<file path="config.mk">
export PLATFORM = sky130hd
export DESIGN_NAME = i2s_dac_tx
export DESIGN_NICKNAME = d
export VERILOG_FILES = /design/src/rtl/audio_pkg.sv /design/src/rtl/i2s_clk_gen.sv /design/src/rtl/i2s_dac_tx.sv
export SDC_FILE = /design/constraint.sdc
export NUM_CORES = 1
export LEC_CHECK = 0
export ABC_CLOCK_PERIOD_IN_PS = 3700
export CORE_AREA = 2 2 145 105
export DETAILED_ROUTE_END_ITERATION = 8
export DIE_AREA = 0 0 147 107
export SLEW_MARGIN = 20
export SYNTH_ARGS = -nofsm -noshare
export SYNTH_HDL_FRONTEND = slang
export SYNTH_HIERARCHICAL = 1
export SYNTH_SLANG_ARGS = --single-unit
</file>
<file path="constraint.sdc">
create_clock -name clk -period 3.7 [get_ports clk]
set_clock_uncertainty 0.2 [all_clocks]
set_input_delay 0.37 -clock clk [delete_from_list [all_inputs] [get_ports clk]]
set_output_delay 0.37 -clock clk [all_outputs]
set_load 0.05 [all_outputs]
</file>
<file path="src/rtl/audio_pkg.sv">
// Shared audio-path definitions: I2S frame defaults and the transmit/receive run-state enum.
package audio_pkg;
  localparam int DIV_CLK_DEF   = 28;
  localparam int SAMPLE_W_DEF  = 24;
  localparam int SLOT_BITS_DEF = 32;

  typedef enum logic [1:0] {
    ST_IDLE  = 2'd0,
    ST_RUN   = 2'd1,
    ST_DRAIN = 2'd2
  } run_state_t;
endpackage

</file>
<file path="src/rtl/i2s_clk_gen.sv">
// I2S bit-clock and frame position generator; counters sit at zero while run is low.
module i2s_clk_gen
  import audio_pkg::*;
#(
  parameter int DIV_CLK   = DIV_CLK_DEF,
  parameter int SLOT_BITS = SLOT_BITS_DEF,
  localparam int CNT_W    = $clog2(DIV_CLK),
  localparam int BIT_W    = $clog2(2 * SLOT_BITS)
) (
  input  logic             clk,
  input  logic             rst_n,
  input  logic             run,
  output logic             sck_i,
  output logic             ws_i,
  output logic [BIT_W-1:0] bit_cnt,
  output logic             shift_tick,
  output logic             frame_end
);
  logic [CNT_W-1:0] sck_cnt;
  logic             sck_last;
  logic             bit_last;

  assign sck_last   = (sck_cnt == CNT_W'(DIV_CLK - 1));
  assign bit_last   = (bit_cnt == BIT_W'(2 * SLOT_BITS - 1));
  assign sck_i      = (sck_cnt >= CNT_W'(DIV_CLK / 2));
  assign ws_i       = (bit_cnt >= BIT_W'(SLOT_BITS));
  // Last clk of an SCK period, so a shifted MSB appears exactly at the falling edge.
  assign shift_tick = run & sck_last;
  assign frame_end  = shift_tick & bit_last;

  always_ff @(posedge clk or negedge rst_n) begin
    if (!rst_n) begin
      sck_cnt <= '0;
      bit_cnt <= '0;
    end else if (!run) begin
      sck_cnt <= '0;
      bit_cnt <= '0;
    end else if (sck_last) begin
      sck_cnt <= '0;
      bit_cnt <= bit_last ? '0 : bit_cnt + BIT_W'(1);
    end else begin
      sck_cnt <= sck_cnt + CNT_W'(1);
    end
  end
endmodule

</file>
<file path="src/rtl/i2s_dac_tx.sv">
// I2S DAC transmitter: one-deep holding register feeding per-channel shift registers,
// with run/drain control and registered SCK/WS/SD that share a common one-clk lag.
module i2s_dac_tx
  import audio_pkg::*;
#(
  parameter int DIV_CLK   = DIV_CLK_DEF,
  parameter int SAMPLE_W  = SAMPLE_W_DEF,
  parameter int SLOT_BITS = SLOT_BITS_DEF,
  localparam int BIT_W    = $clog2(2 * SLOT_BITS)
) (
  input  logic                clk,
  input  logic                rst_n,
  input  logic                en,
  input  logic                in_valid,
  output logic                in_ready,
  input  logic [SAMPLE_W-1:0] in_ldata,
  input  logic [SAMPLE_W-1:0] in_rdata,
  output logic                dac_sck,
  output logic                dac_ws,
  output logic                dac_sd,
  output logic                frame_st,
  output logic                underrun
);
  run_state_t          state;
  logic                run;
  logic                sck_i, ws_i, sd_i;
  logic [BIT_W-1:0]    bit_cnt;
  logic                shift_tick, frame_end;
  logic                hold_full, accept, load;
  logic                in_left, in_right;
  logic [SAMPLE_W-1:0] hold_l, hold_r;
  logic [SAMPLE_W-1:0] sh_l, sh_r;

  assign run = (state != ST_IDLE);

  i2s_clk_gen #(
    .DIV_CLK  (DIV_CLK),
    .SLOT_BITS(SLOT_BITS)
  ) u_clk_gen (
    .clk       (clk),
    .rst_n     (rst_n),
    .run       (run),
    .sck_i     (sck_i),
    .ws_i      (ws_i),
    .bit_cnt   (bit_cnt),
    .shift_tick(shift_tick),
    .frame_end (frame_end)
  );

  assign in_ready = ~hold_full;
  assign accept   = in_valid & ~hold_full;
  // A frame boundary loads the shifters, except the one that ends a drain.
  assign load     = ((state == ST_IDLE) & en) |
                    (frame_end & ((state == ST_RUN) | en));

  assign in_left  = (bit_cnt >= BIT_W'(1)) && (bit_cnt <= BIT_W'(SAMPLE_W));
  assign in_right = (bit_cnt >= BIT_W'(SLOT_BITS + 1)) &&
                    (bit_cnt <= BIT_W'(SLOT_BITS + SAMPLE_W));
  assign sd_i     = in_left  ? sh_l[SAMPLE_W-1] :
                    in_right ? sh_r[SAMPLE_W-1] : 1'b0;

  always_ff @(posedge clk) begin
    if (accept) begin
      hold_l <= in_ldata;
      hold_r <= in_rdata;
    end
  end

  always_ff @(posedge clk or negedge rst_n) begin
    if (!rst_n) begin
      state     <= ST_IDLE;
      hold_full <= 1'b0;
      sh_l      <= '0;
      sh_r      <= '0;
      dac_sck   <= 1'b0;
      dac_ws    <= 1'b0;
      dac_sd    <= 1'b0;
      frame_st  <= 1'b0;
      underrun  <= 1'b0;
    end else begin
      dac_sck  <= sck_i;
      dac_ws   <= ws_i;
      dac_sd   <= sd_i;
      frame_st <= load;
      underrun <= load & ~hold_full;

      if (load)        hold_full <= accept;
      else if (accept) hold_full <= 1'b1;

      if (load) begin
        sh_l <= hold_full ? hold_l : '0;
        sh_r <= hold_full ? hold_r : '0;
      end else if (shift_tick) begin
        if (in_left)  sh_l <= {sh_l[SAMPLE_W-2:0], 1'b0};
        if (in_right) sh_r <= {sh_r[SAMPLE_W-2:0], 1'b0};
      end

      unique case (state)
        ST_IDLE:  if (en) state <= ST_RUN;
        ST_RUN:   if (!en) state <= ST_DRAIN;
        ST_DRAIN: begin
          if (en)             state <= ST_RUN;
          else if (frame_end) state <= ST_IDLE;
        end
        default:  state <= ST_IDLE;
      endcase
    end
  end
endmodule

</file>
# After elaboration in Yosys (flattened, before gate mapping)
# Cells that the tools add are included.
[word_totals] reg_bits=115 input_bits=52 output_inout_bits=6 wordCells=71
[classes] add_sub_neg=2 order_cmp=6 eq_ne=8 mux=22 bitwise=9 n_reduce_logical=11
[ops] op="$mux W24" count=8
[ops] op="$mux W6" count=3
[ops] op="$ge A6 B6 Y1 const B" count=2
[ops] op="$mux W5" count=2
[ops] op="$reduce_bool A2 Y1" count=5
[ops] op="$mux W2" count=4
[ops] op="$add A6 B1 Y6 const B" count=1
[ops] op="$and A1 B1 Y1" count=6
[ops] op="$eq A6 B6 Y1 const B" count=1
[ops] op="$ge A6 B1 Y1 const B" count=1
[ops] op="$le A6 B5 Y1 const B" count=1
[ops] op="$le A6 B6 Y1 const B" count=1
[ops] op="$ne A2 B2 Y1 const B" count=3
[ops] op="$pmux W2 S3" count=1
[ops] op="$add A5 B1 Y5 const B" count=1
[ops] op="$eq A5 B5 Y1 const B" count=1
[ops] op="$ge A5 B4 Y1 const B" count=1
[ops] op="$mux W1" count=4
[ops] op="$reduce_and A2 Y1" count=2
[ops] op="$ne A3 B3 Y1 const B" count=1
[ops] op="$reduce_and A3 Y1" count=1
[ops] op="$eq A2 B1 Y1 const B" count=1
[ops] op="$eq A2 B2 Y1 const B" count=1
[ops] op="$logic_and A1 B1 Y1" count=2
[ops] op="other kinds (3)" count=4

# Logic depth before layout (Yosys ltp)
[logic_depth] word_depth=7 depth_mapped=10 depth_no_buf=8

# By module
# Netlist, hierarchy kept.
[by_module_without_submodules] module="i2s_dac_tx" instances=1 cells_each=273 area_per_inst_um2=4149.0 seq_area_each_um2=2842.7
[by_module_without_submodules] module="i2s_clk_gen" instances=1 cells_each=66 area_per_inst_um2=633.1 seq_area_each_um2=275.3

# Worst setup path before layout
# OpenSTA, ideal clock, no wires.
[synth_timing] kind="reg2reg" from="register hold_full" to="register hold_l[0], enable pin" setup_ns=0.460 arrival_time_ns=2.716 t_required_ns=3.040 path_slack_ns=0.324 path_stages_with_launch=3 n_path_buf=1 synth_period_minus_slack_ns=3.376 path_cell_list="dfrtp_1 > clkbuf_1 > nor2b_1"
[synth_via] elab_chain_len=2
[synth_rtl] item="from (decl)" line_no="i2s_dac_tx.sv:29" source="logic hold_full, accept, load;"
[synth_rtl] item="from (signal assigned)" line_no="i2s_dac_tx.sv:87" source="if (load) hold_full <= accept;"
[synth_rtl] item="$not A1 Y1" line_no="i2s_dac_tx.sv:51" source="assign accept = in_valid & ~hold_full;"
[synth_rtl] item="$and A1 B1 Y1" line_no="i2s_dac_tx.sv:51"
[synth_rtl] item="via accept" line_no="i2s_dac_tx.sv:29"
[synth_rtl] item="to (signal assigned)" line_no="i2s_dac_tx.sv:64" source="hold_l <= in_ldata;"
[synth_rtl] item="to (decl)" line_no="i2s_dac_tx.sv:31" source="logic [SAMPLE_W-1:0] hold_l, hold_r;"
# The timed path passes the listed nets, and every way through them passes these cells.
# A chain may end at the register's enable or synchronous reset.

# Worst setup path in the final report
[layout_timing] from="register u_clk_gen.bit_cnt[1]" to="register sh_l[23]"
[layout_via] elab_chain_len=6 word_cells_on_any_way=11 cone_classes="2 x order compare; 1 x eq/ne; 1 x mux; 3 x bitwise; 4 x reduce/logical"
[layout_rtl] item="from (decl)" line_no="i2s_clk_gen.sv:15" source="output logic [BIT_W-1:0] bit_cnt,"
[layout_rtl] item="from (signal assigned)" line_no="i2s_clk_gen.sv:40" source="bit_cnt <= bit_last ? '0 : bit_cnt + BIT_W'(1);"
[layout_rtl] item="$eq A6 B6 Y1 (*)" line_no="i2s_clk_gen.sv:24" source="assign bit_last = (bit_cnt == BIT_W'(2 * SLOT_BITS - 1));"
[layout_rtl] item="$and A1 B1 Y1 (*)" line_no="i2s_clk_gen.sv:29" source="assign frame_end = shift_tick & bit_last;"
[layout_rtl] item="via frame_end" line_no="i2s_dac_tx.sv:28" source="logic shift_tick, frame_end;"
[layout_rtl] item="$and A1 B1 Y1 (*)" line_no="i2s_dac_tx.sv:54" source="(frame_end & ((state == ST_RUN) | en));"
[layout_rtl] item="$or A1 B1 Y1 (*)" line_no="i2s_dac_tx.sv:53" source="assign load = ((state == ST_IDLE) & en) |"
[layout_rtl] item="$reduce_bool A2 Y1 (no line)"
[layout_rtl] item="$reduce_and A2 Y1 (no line)"
[layout_rtl] item="to (signal assigned)" line_no="i2s_dac_tx.sv:91" source="sh_l <= hold_full ? hold_l : '0;"
[layout_rtl] item="to (signal assigned)" line_no="i2s_dac_tx.sv:94" source="if (in_left) sh_l <= {sh_l[SAMPLE_W-2:0], 1'b0};"
[layout_rtl] item="to (decl)" line_no="i2s_dac_tx.sv:32" source="logic [SAMPLE_W-1:0] sh_l, sh_r;"
# The timed path passes the listed nets; every way through them passes the cells marked *.

==> out/metrics.yaml <==
run_status:
  outcome: "finished, final reports clean"
synthesis:
  synth_area_per_cell_um2: 14.1
  ys.flop_type: "dfrtp_1"
  yosys_warnings: 6
  synth_edf_count: 48
  netlist_area_mm2: 0.00478
  synth_seq_cells: 115
  synth_most_common_cell: "dfrtp_1"
  yosysUniqueCellTypes: 38
  synth_top_area_share_pct: 35.1
  synthCells: 339
  async_reset_ff_share_pct: 58.3
  synthTopCellsByCount: "dfrtp_1, edfxtp_1, o211ai_1, mux2i_1, o2bb2ai_1"
  synthTopCellsByArea: "dfrtp_1, edfxtp_1, o211ai_1, mux2i_1, o2bb2ai_1"
  yosysTopAreaCell: "dfrtp_1"
  syn_nets: 395
  ys_seq_area_share_pct: 65.2
floorplanning:
  rows: 37
  die_area_mm2: 0.0157
  fp.dieH_um: 107
  initial_core_util_pct: 33.3
  coreArea_mm2: 0.0144
  ios: 58
  die_x_um: 147
worst_setup_path:
  endpoint: "sh_l[23]$_DFFE_PN0P_"
  cp-end-kind: "flop"
  critPathRequiredTime_ns: 3.83
  crit_type: "reg2reg"
  startpoint: "u_clk_gen/bit_cnt[1]$_DFFE_PN0P_"
  cp-start-kind: "flop"
  r2r_slack_ns: 0.98
  r2r-end: "sh_l[23]$_DFFE_PN0P_"
  crit_arrival_ns: 2.85
  cp_max_fo: 15
  reg2reg_depth: 9
  r2r_start: "u_clk_gen/bit_cnt[1]$_DFFE_PN0P_"
detailed_routing:
  wirelength_um: 9470
  ant_nets: 0
  dr.pass1.iters: 4
  wire_per_inst_um: 15.5
  drtIter0Drc: 288
  vias_per_cell: 4.90
  drc_errors: 0
  num_vias: 2992
global_routing:
  use_met3_pct: 3.36
  grt.met1_usage_pct: 18.3
  grt_pass1_vias: 3144
  use_met2_pct: 19.3
  grt_pass1_wl_um: 16100
  gr-max-usage-layer: "met2"
  antenna_found_initial: 0
  grt_max_degree: 50
  grt_overflow: 0
  track_usage_pct: 13.1
sta:
  max_slew_margin_pct: 31.8
  hold_violations: 0
  final_max_slew_viol_count: 0
  grt_setup_unrepaired: "no"
  max_clock_freq_ghz: 0.368
  worstMarginPinSlew_ns: 1.02
  post-route-min-period_ns: 2.72
  fin_crit_sh_pct: 73.5
  setup_viol: 0
  setup_tns_ns: 0
  setup_slack_ns: 0.980
clock_tree:
  cts_made_buffers: 17
  clk_pin_slew_ns: 0.05
  clock-sinks: 115
  cts-resized-gates: 0
  clk-insertion-delay-late_ns: 0.41
  cts_buffer_depth: 2
  clock-root-buffer: "clkbuf_16"
  cts_max_level: 4
  cts_tree: "yes"
finish:
  layout-area-overhead-vs-synth_pct: 28.9
  nets: 459
  num_antenna_cells: 0
  drive_gt1_share_pct: 11.5
place:
  gp_congestion: 0.722
  hpwl_um: 5920
  place_ws_ns: 0.992
  port_buffers: 57
hold_path:
  hold_path_class: "reg2reg"
run:
  maxCapViolCount: 0
power_and_ir_drop:
  ir_drop_mv: 0.299
  p_leak_uw: 0.00249
  power.density_mw_per_mm2: 609
## how the worst min path moves through the flow
stage | slack, ns | cells past startpoint | to | start
2_1_floorplan | -0.13 | 0 | dac_sck$_DFF_PN0_ | rst_n
3_5_place_dp | 0.22 | 1 | sh_r[9]$_DFFE_PN0P_ | rst_n
5_1_grt | 0.27 | 1 | sh_l[19]$_DFFE_PN0P_ | hold_l[19]$_DFFE_PP_
4_1_cts | 0.26 | 1 | sh_l[1]$_DFFE_PN0P_ | hold_l[1]$_DFFE_PP_
3_3_place_gp | 0.21 | 1 | sh_r[8]$_DFFE_PN0P_ | rst_n
6_report | 0.25 | 1 | sh_l[19]$_DFFE_PN0P_ | hold_l[19]$_DFFE_PP_
## state kept, by name, indices dropped and copies added, names as in the netlist
signal	count
hold_r	24
dac_ws	1
hold_l	24
underrun	1
dac_sd	1
sh_l	24
hold_full	1
frame_st	1
state	2
u_clk_gen/bit_cnt	6
dac_sck	1
sh_r	24
u_clk_gen/sck_cnt	5
## cells by family after synthesis
group / count (synthesis) / share of synthesized area [%]
flip-flops: 115 / 65.2
AO/OA/AOI/OAI: 110 / 19.0
AND/OR/NAND/NOR: 48 / 5.52
buffers and inverters: 33 / 3.24
multiplexers: 25 / 5.23
XOR/XNOR: 4 / 0.733
adder cells (fa/ha/maj): 4 / 1.05
## through the flow
stage	utilization, %	hold slack, ns	total power [uW]	area (um^2)	std cells
after floorplan	-	-0.126	1970	4780	339
after global placement	38.8	0.212	2150	5570	578
after detailed placement	38.8	0.223	2170	5570	578
after CTS	43.0	0.259	3810	6160	611
after global routing	43.0	0.267	3940	6160	611
final	43.0	0.254	3760	6160	611
## cell type report
type / instances / area (um^2)
sequential: 115 / 3120
tap: 195 / 244
timing repair buffer: 70 / 666
inverter: 8 / 30.0
fill: 1329 / 8190
clock inverter: 10 / 133
multi-input combinational: 191 / 1520
clock buffer: 22 / 454
## placed cells by master, fill, tap and decap left out, drive strengths merged, types with 2 or more instances in the layout
master / n
a21oi: 4
o2111ai: 2
o21ai: 6
a2bb2oi: 22
o2bb2ai: 24
nor2: 13
a21boi: 3
clkinvlp: 2
and2: 3
buf: 13
mux2i: 25
clkinv: 6
nand2: 11
clkbuf: 22
dfrtp: 67
nor2b: 3
clkdlybuf4s50: 56
nand3: 6
nand4b: 3
ha: 4
o211ai: 46
nand4: 3
edfxtp: 48
bufinv: 3
xnor2: 3
inv: 7
## power breakdown
part	switching [uW]	internal (uW)	total, uW
registers	112	1570	1680
clock network	548	1070	1620
logic	244	212	456
total	904	2850	3760
## metal layers
metal  routed length (um)  vias to the layer above  share of wire [%]
met5                    0                        -                  0
met4                   24                        0               0.25
met3                  351                        2                3.7
met2                 4430                       60                 47
met1                 4660                     1485                 49
li1                     -                     1445                  -
## worst max-delay path, stage by stage, from the launching register on
cell and delay, ns:
dfrtp_1 0.48, ha_1 0.27, and3_1 0.21, nand3_1 0.15
nor2_1 0.10, o21a_1 0.12, nor2_1 0.29, clkinv_1 0.36
buf_4 0.30, o2bb2ai_1 0.15
## repair_timing
item / 4_1_cts / 5_1_grt
endpoints found under the hold margin: 24 / 0
hold buffers: 1 / 0
buffers inserted: 0 / 0
No activity file was read; power rests on OpenSTA's default activity.
